### src/rtl/packet_filter_pkg.sv
// Shared types and header checksum helpers for the NoC local-port packet filter.
// Flits are widened to FLIT_MAX bits so one function body serves any even flit width.
package packet_filter_pkg;

  localparam int FLIT_MAX = 128;

  typedef logic [FLIT_MAX-1:0] flit_t;

  typedef enum logic [2:0] {
    S_ADDR,
    S_SIZE,
    S_HDR_A,
    S_HDR_S,
    S_PAYLOAD,
    S_PAD
  } state_t;

  function automatic flit_t half_mask(int unsigned w);
    return (flit_t'(1) << (w / 2)) - flit_t'(1);
  endfunction

  // ADDR flit is genuine when its high half equals its low half XOR the router key.
  function automatic logic addr_ok(flit_t flit, int unsigned w, flit_t key);
    flit_t m  = half_mask(w);
    flit_t lo = flit & m;
    flit_t hi = (flit >> (w / 2)) & m;
    return hi == (lo ^ (key & m));
  endfunction

  // SIZE flit is chained to the ADDR high half and must carry a usable length.
  function automatic logic size_ok(flit_t flit, int unsigned w, flit_t addr_hi, int unsigned max);
    flit_t m  = half_mask(w);
    flit_t lo = flit & m;
    flit_t hi = (flit >> (w / 2)) & m;
    return (hi == (lo ^ (addr_hi & m))) && (lo != '0) && (lo <= flit_t'(max));
  endfunction

endpackage

### src/rtl/packet_filter_if.sv
// Flit handshake bundle between injector, filter and router local port.
// The slave modport is the filter's view; master is the surrounding environment.
interface packet_filter_if #(
  parameter int FlitWidth = 32
);

  logic                 rx;
  logic [FlitWidth-1:0] data_in;
  logic                 credit_o;
  logic                 tx;
  logic [FlitWidth-1:0] data_out;
  logic                 credit_i;

  modport slave (
    input  rx,
    input  data_in,
    input  credit_i,
    output credit_o,
    output tx,
    output data_out
  );

  modport master (
    output rx,
    output data_in,
    output credit_i,
    input  credit_o,
    input  tx,
    input  data_out
  );

endinterface

### src/rtl/pf_sync_fifo.sv
// Synchronous FIFO for validated flits; head reads as zero while empty.
// A push into a full FIFO succeeds when a pop happens in the same cycle.
module pf_sync_fifo #(
  parameter int Width = 32,
  parameter int Depth = 4
) (
  input  logic             clk,
  input  logic             reset,
  input  logic             push,
  input  logic             pop,
  input  logic [Width-1:0] din,
  output logic [Width-1:0] dout,
  output logic             full,
  output logic             empty
);

  localparam int AW = $clog2(Depth);

  logic [Width-1:0] mem [Depth];
  logic [AW-1:0]    wr_ptr;
  logic [AW-1:0]    rd_ptr;
  logic [AW:0]      count;
  logic             do_push;
  logic             do_pop;

  assign full    = (count == (AW+1)'(Depth));
  assign empty   = (count == '0);
  assign do_pop  = pop && !empty;
  assign do_push = push && (!full || do_pop);

  always_ff @(posedge clk) begin
    if (reset) begin
      wr_ptr <= '0;
      rd_ptr <= '0;
      count  <= '0;
    end else begin
      if (do_push) wr_ptr <= wr_ptr + AW'(1);
      if (do_pop)  rd_ptr <= rd_ptr + AW'(1);
      case ({do_push, do_pop})
        2'b10:   count <= count + (AW+1)'(1);
        2'b01:   count <= count - (AW+1)'(1);
        default: count <= count;
      endcase
    end
  end

  always_ff @(posedge clk) begin
    if (do_push) mem[wr_ptr] <= din;
  end

  assign dout = empty ? '0 : mem[rd_ptr];

endmodule

### src/rtl/packet_filter_fifo.sv
// Local-port packet filter: checks ADDR/SIZE header checksums, forwards validated
// packets through an output FIFO and pads packets whose sender goes quiet.
module packet_filter_fifo
  import packet_filter_pkg::*;
#(
  parameter int       FlitWidth  = 32,
  parameter logic [7:0] XMax     = 8'd3,
  parameter logic [7:0] YMax     = 8'd3,
  parameter int       Depth      = 4,
  parameter int       TimeoutMax = 10,
  parameter int       MaxSize    = 256
) (
  input  logic               clk,
  input  logic               reset,
  packet_filter_if.slave     bus,
  output logic [15:0]        drop_count,
  output logic [15:0]        pad_count
);

  localparam int    H   = FlitWidth / 2;
  localparam int    TW  = $clog2(TimeoutMax + 1);
  localparam flit_t KEY = flit_t'({XMax, YMax});

  state_t               state;
  state_t               state_nxt;
  logic [FlitWidth-1:0] addr_q;
  logic [FlitWidth-1:0] size_q;
  logic [H-1:0]         remaining;
  logic [TW-1:0]        timer;

  logic                 credit;
  logic                 accept;
  logic                 timer_active;
  logic                 expire;
  logic                 push;
  logic [FlitWidth-1:0] push_data;
  logic                 load_addr;
  logic                 load_size;
  logic                 dec_rem;
  logic                 drop_inc;
  logic                 pad_inc;
  logic                 full;
  logic                 empty;
  logic [FlitWidth-1:0] fifo_dout;

  assign credit = (state == S_ADDR) || (state == S_SIZE) ||
                  ((state == S_PAYLOAD) && (!full || bus.credit_i));
  assign accept       = bus.rx && credit;
  assign timer_active = (state == S_SIZE) || (state == S_PAYLOAD);
  // A backpressure stall (credit low) never counts toward the timeout.
  assign expire = timer_active && !accept && credit && (timer == TW'(1));

  always_comb begin
    state_nxt = state;
    push      = 1'b0;
    push_data = bus.data_in;
    load_addr = 1'b0;
    load_size = 1'b0;
    dec_rem   = 1'b0;
    drop_inc  = 1'b0;
    pad_inc   = 1'b0;
    case (state)
      S_ADDR: begin
        if (accept && addr_ok(flit_t'(bus.data_in), FlitWidth, KEY)) begin
          load_addr = 1'b1;
          state_nxt = S_SIZE;
        end
      end
      S_SIZE: begin
        if (accept) begin
          if (size_ok(flit_t'(bus.data_in), FlitWidth, flit_t'(addr_q[FlitWidth-1:H]), MaxSize)) begin
            load_size = 1'b1;
            state_nxt = S_HDR_A;
          end else begin
            drop_inc  = 1'b1;
            state_nxt = S_ADDR;
          end
        end else if (expire) begin
          drop_inc  = 1'b1;
          state_nxt = S_ADDR;
        end
      end
      S_HDR_A: begin
        if (!full) begin
          push      = 1'b1;
          push_data = addr_q;
          state_nxt = S_HDR_S;
        end
      end
      S_HDR_S: begin
        if (!full) begin
          push      = 1'b1;
          push_data = size_q;
          state_nxt = S_PAYLOAD;
        end
      end
      S_PAYLOAD: begin
        if (accept) begin
          push    = 1'b1;
          dec_rem = 1'b1;
          if (remaining == H'(1)) state_nxt = S_ADDR;
        end else if (expire) begin
          pad_inc   = 1'b1;
          state_nxt = S_PAD;
        end
      end
      S_PAD: begin
        if (!full) begin
          push      = 1'b1;
          push_data = '0;
          dec_rem   = 1'b1;
          if (remaining == H'(1)) state_nxt = S_ADDR;
        end
      end
      default: state_nxt = S_ADDR;
    endcase
  end

  always_ff @(posedge clk) begin
    if (reset) begin
      state      <= S_ADDR;
      remaining  <= '0;
      timer      <= TW'(TimeoutMax);
      drop_count <= '0;
      pad_count  <= '0;
    end else begin
      state <= state_nxt;
      if (load_size)    remaining <= bus.data_in[H-1:0];
      else if (dec_rem) remaining <= remaining - H'(1);
      if (!timer_active || accept) timer <= TW'(TimeoutMax);
      else if (credit)             timer <= timer - TW'(1);
      if (drop_inc && (drop_count != 16'hFFFF)) drop_count <= drop_count + 16'd1;
      if (pad_inc && (pad_count != 16'hFFFF))   pad_count  <= pad_count + 16'd1;
    end
  end

  always_ff @(posedge clk) begin
    if (load_addr) addr_q <= bus.data_in;
    if (load_size) size_q <= bus.data_in;
  end

  pf_sync_fifo #(
    .Width (FlitWidth),
    .Depth (Depth)
  ) u_fifo (
    .clk   (clk),
    .reset (reset),
    .push  (push),
    .pop   (bus.credit_i),
    .din   (push_data),
    .dout  (fifo_dout),
    .full  (full),
    .empty (empty)
  );

  assign bus.credit_o = credit;
  assign bus.tx       = !empty;
  assign bus.data_out = fifo_dout;

endmodule

### src/flat_wrapper.sv
// flat-port wrapper written by rule: the top's interface ports become plain ports
module packet_filter_fifo_flat import packet_filter_pkg::*;
#(
  parameter int       FlitWidth  = 32,
  parameter logic [7:0] XMax     = 8'd3,
  parameter logic [7:0] YMax     = 8'd3,
  parameter int       Depth      = 4,
  parameter int       TimeoutMax = 10,
  parameter int       MaxSize    = 256
)
  (clk, reset, drop_count, pad_count, bus_rx, bus_data_in, bus_credit_i, bus_credit_o, bus_tx, bus_data_out);
  packet_filter_if #(.FlitWidth(FlitWidth)) bus_i ();
  input  logic clk;
  input  logic reset;
  output logic [15:0] drop_count;
  output logic [15:0] pad_count;
  input wire logic [$bits(bus_i.rx)-1:0] bus_rx;
  input wire logic [$bits(bus_i.data_in)-1:0] bus_data_in;
  input wire logic [$bits(bus_i.credit_i)-1:0] bus_credit_i;
  output wire logic [$bits(bus_i.credit_o)-1:0] bus_credit_o;
  output wire logic [$bits(bus_i.tx)-1:0] bus_tx;
  output wire logic [$bits(bus_i.data_out)-1:0] bus_data_out;
  assign bus_i.rx = bus_rx;
  assign bus_i.data_in = bus_data_in;
  assign bus_i.credit_i = bus_credit_i;
  assign bus_credit_o = bus_i.credit_o;
  assign bus_tx = bus_i.tx;
  assign bus_data_out = bus_i.data_out;
  packet_filter_fifo #(.FlitWidth(FlitWidth), .XMax(XMax), .YMax(YMax), .Depth(Depth), .TimeoutMax(TimeoutMax), .MaxSize(MaxSize)) u_core (.clk(clk), .reset(reset), .bus(bus_i), .drop_count(drop_count), .pad_count(pad_count));
endmodule
### config.mk
export PLATFORM = sky130hd
export DESIGN_NAME = packet_filter_fifo_flat
export DESIGN_NICKNAME = d
export VERILOG_FILES = /design/src/rtl/packet_filter_pkg.sv /design/src/rtl/packet_filter_if.sv /design/src/rtl/pf_sync_fifo.sv /design/src/rtl/packet_filter_fifo.sv /design/src/flat_wrapper.sv
export SDC_FILE = /design/constraint.sdc
export NUM_CORES = 1
export LEC_CHECK = 0
export ABC_AREA = 0
export CORE_MARGIN = 2
export CORE_UTILIZATION = 26
export CTS_BUF_LIST = sky130_fd_sc_hd__clkbuf_8
export CTS_CLUSTER_DIAMETER = 150
export DETAILED_ROUTE_END_ITERATION = 12
export PLACE_DENSITY = 0.4
export SLEW_MARGIN = 10
export SYNTH_ARGS = -nofsm -noshare
export SYNTH_HDL_FRONTEND = slang
export SYNTH_SLANG_ARGS = --single-unit
### constraint.sdc
create_clock -name clk -period 11.15 [get_ports clk]
set_clock_uncertainty 0.05 [all_clocks]
set_input_delay 2.7875 -clock clk [delete_from_list [all_inputs] [get_ports clk]]
set_output_delay 2.7875 -clock clk [all_outputs]
set_load 0.03 [all_outputs]
==> impl_results.md <==
- Outcome: complete, no violations
- PwrDens: 137.7 mW/mm2
- Chip height: 214.0 um
- Crit path launch type: input port
- Core Region: 0.04327 mm2
- Final Hold Vio Count: 0
- Largest cells by area after synthesis: edfxtp_1, dfxtp_1, mux4_2
- Die area: 0.04579 mm2
- First-pass GRT wire length: 45390 um
- Synth top area share: 50.29%
- Clock transition at path regs: 0.05 ns
- Wire length per cell: 18.30 um
- Pin count of the biggest net entering global routing: 68
- Max-slew violations: 0
- Vias in the first global route: 7513
- Worst VDD drop: 0.00006537 V
- Hold-fix buffers, CTS: 0
- Total grt overflow: 0
- Hold Crit Class: reg -> reg
- Avg Synthesized Cell Area: 13.38 um2
- Worst R2R Setup Slack: 7.70 ns
- Setup CP Type: in -> out
- Die width: 214.0 um
- Total Routing Usage GR: 12.85%
- Hold Crit Start: u_core.remaining[1]$_SDFFE_PP0P_
- Synth cell count leaders: edfxtp_1, nor2_1, dfxtp_1
- MaxCap Viol Count: 0
- Area Overhead vs Synth: 22.53%
- H-tree levels: 2
- Worst EP arrival: 4.81 ns
- Share of layout cells above drive strength 1: 14.06%
- Post-synth design cell area: 0.01146 mm2
- Design Power: 1.935 mW
- Cell count after synthesis: 857
- #FFs+latches synth: 256
- Post-route ant nets: 0
- I/O Pins: 102
- CP endpoint kind: output port
- Cell taking the most area after synthesis: edfxtp_1
- CTS tree: yes
- Design Area, Final: 0.01405 mm2
- Cell variety after synth: 68
- Fmax achieved: 130.8 MHz
- Clk_lat worst skew: 0.61 ns
- Drt first pass iters: 5
- WHS Endpoint: u_core.remaining[1]$_SDFFE_PP0P_
- Number of synthesized flops with an enable pin: 192
- Crit-path max FO: 6
- R2r startpoint: u_core.u_fifo.count[0]$_SDFFE_PP0P_
- Rel. slew slack: 42.48%
- Worst EP required: 8.31 ns
- Initial antenna violation count: 1
- Site row count: 76
- Synth Warn #: 0
- Initial DRC Count: 340
- WHS Path Cells: 2
- Setup TNS: 0 ns
- Via count: 7285
- Register area share after synthesis: 61.46%
- Num Clock Sinks: 256
- Final Wtd Congestion: 0.7222
- Root Driver: clkbuf_8
- TritonCTS Buffers: 48
- Post-DP HPWL: 18090 um
- Routed vias/inst: 4.565
- Post_cts resized: 0
- Ys flop type: edfxtp_1
- Tcrit/Tclk final: 68.55%
- Maximum clock path buffer count: 3
- Fin nets: 1025
- Starting Density: 26.50%
- RSZ-0062 raised after global routing: no
- Leak pwr: 4.536 nW
- Final min period: 7.643 ns
- Worst Max-Slew Pin Slew: 0.8557 ns
- Top-count cell post-synth: edfxtp_1
- Placed inst area: 0.01317 mm2
- Synth async-reset ratio: 0%
- FF-to-FF path depth: 10
- Final setup viols: 0
- Residual DRC: 0
- Synth Net Count: 905
- Reg2reg end: u_core.u_fifo.count[2]$_SDFFE_PP0P_
- Post-CTS setup buffer count: 0
- Number of port buffers: 101
- Routed WL: 29210 um
[where the power goes]
part	switching [mW]	total (mW)	internal, mW	leakage (nW)
Sequential	0.00000145	1.02	1.02	2.24
Combinational	0.0382	0.0653	0.0271	1.80
Clock	0.402	0.846	0.444	0.499
Total	0.440	1.93	1.49	4.54
[worst max path at each step]
stage / startpoint / endpoint / cells past startpoint
after global placement: bus_credit_i / bus_credit_o / 5
after detailed placement: bus_credit_i / bus_credit_o / 5
after global routing: bus_credit_i / bus_credit_o / 5
after CTS: bus_credit_i / bus_credit_o / 5
final: bus_credit_i / bus_credit_o / 5
after floorplan: bus_data_in[19] / u_core.addr_q[0]$_DFFE_PP_ / 4
[sequential cells by signal, summed over array words and instances, names as in the netlist, named ones only]
signal,flops
u_core.u_fifo.wr_ptr,2
u_core.u_fifo.rd_ptr,2
u_core.timer,4
u_core.u_fifo.count,3
u_core.drop_count,16
u_core.addr_q,32
u_core.u_fifo.mem,128
u_core.size_q,32
u_core.pad_count,16
u_core.state,3
u_core.remaining,16
[kinds of logic (layout without fill, tap and decap cells)]
| logic type | count (synthesis) | after routing | synth area share, % |
|---|---|---|---|
| AOI/OAI and AO/OA | 128 | 128 | 7.258 |
| xor gates and xnor gates | 64 | 64 | 6.330 |
| adders and majority gates | 12 | 12 | 1.375 |
| buffers and inverters | 62 | 215 | 2.139 |
| DFF | 256 | 256 | 61.46 |
| muxes | 44 | 44 | 7.388 |
| other | 0 | 1 | 0 |
| and+or+nand+nor | 291 | 291 | 14.05 |
[routing by layer]
metal	wire length, um	global-route usage (%)	vias up
met5	9	0	-
met4	714	4.662	2
met3	1211	2.840	60
met2	13630	20.35	155
met1	13650	17.26	3571
li1	-	-	3497
[critical path: stages]
cell             delay (ns)
clkdlybuf4s50_1        0.45
or4b_4                 0.55
a21oi_4                0.27
inv_1                  0.13
clkdlybuf4s50_1        0.62
[metrics by stage]
stage	instances	setup WS, ns	hold WS [ns]	util [%]
global placement	1512	3.548	0.4278	30.44
detailed placement	1512	3.495	0.4327	30.44
floorplan	857	3.688	0.4065	-
finish	1596	3.507	0.4361	32.47
global route	1595	3.422	0.4687	32.46
CTS	1595	3.482	0.4408	32.46
[cells in the final DEF, fill, tap and decap left out, drive strengths merged, types with 3 or more instances in the layout]
cell type | Yosys | final
edfxtp | 192 | 192
clkdlybuf4s50 | 0 | 100
nor2 | 79 | 79
dfxtp | 64 | 64
a21oi | 56 | 56
clkbuf | 33 | 51
xnor2 | 37 | 37
and2 | 36 | 36
a22oi | 33 | 33
mux4 | 32 | 32
nand2 | 31 | 31
inv | 16 | 29
nor3 | 25 | 25
clkinv | 1 | 19
nand4 | 18 | 18
nand3 | 17 | 17
nor4 | 16 | 16
xor2 | 15 | 15
buf | 12 | 15
nor2b | 15 | 15
xnor3 | 12 | 12
ha | 11 | 11
or3 | 10 | 10
o21ai | 10 | 10
or4 | 9 | 9
o31ai | 9 | 9
mux2i | 7 | 7
nor3b | 6 | 6
nand2b | 5 | 5
mux2 | 5 | 5
nor4b | 4 | 4
and4 | 4 | 4
or2 | 4 | 4
nand3b | 3 | 3
and3 | 3 | 3
a31oi | 3 | 3
or4b | 3 | 3
[area by class of cell]
class | instances | area [um2]
multi-input cells | 539 | 4215
fillers | 4379 | 29220
clock buffers | 51 | 701.9
repair buffers | 115 | 1111
clock inverters | 32 | 172.7
flip-flops and latches | 256 | 7048
inverters | 17 | 63.81
diodes | 1 | 2.502
well taps | 585 | 732.0
Power figures use the tool's default switching activity.
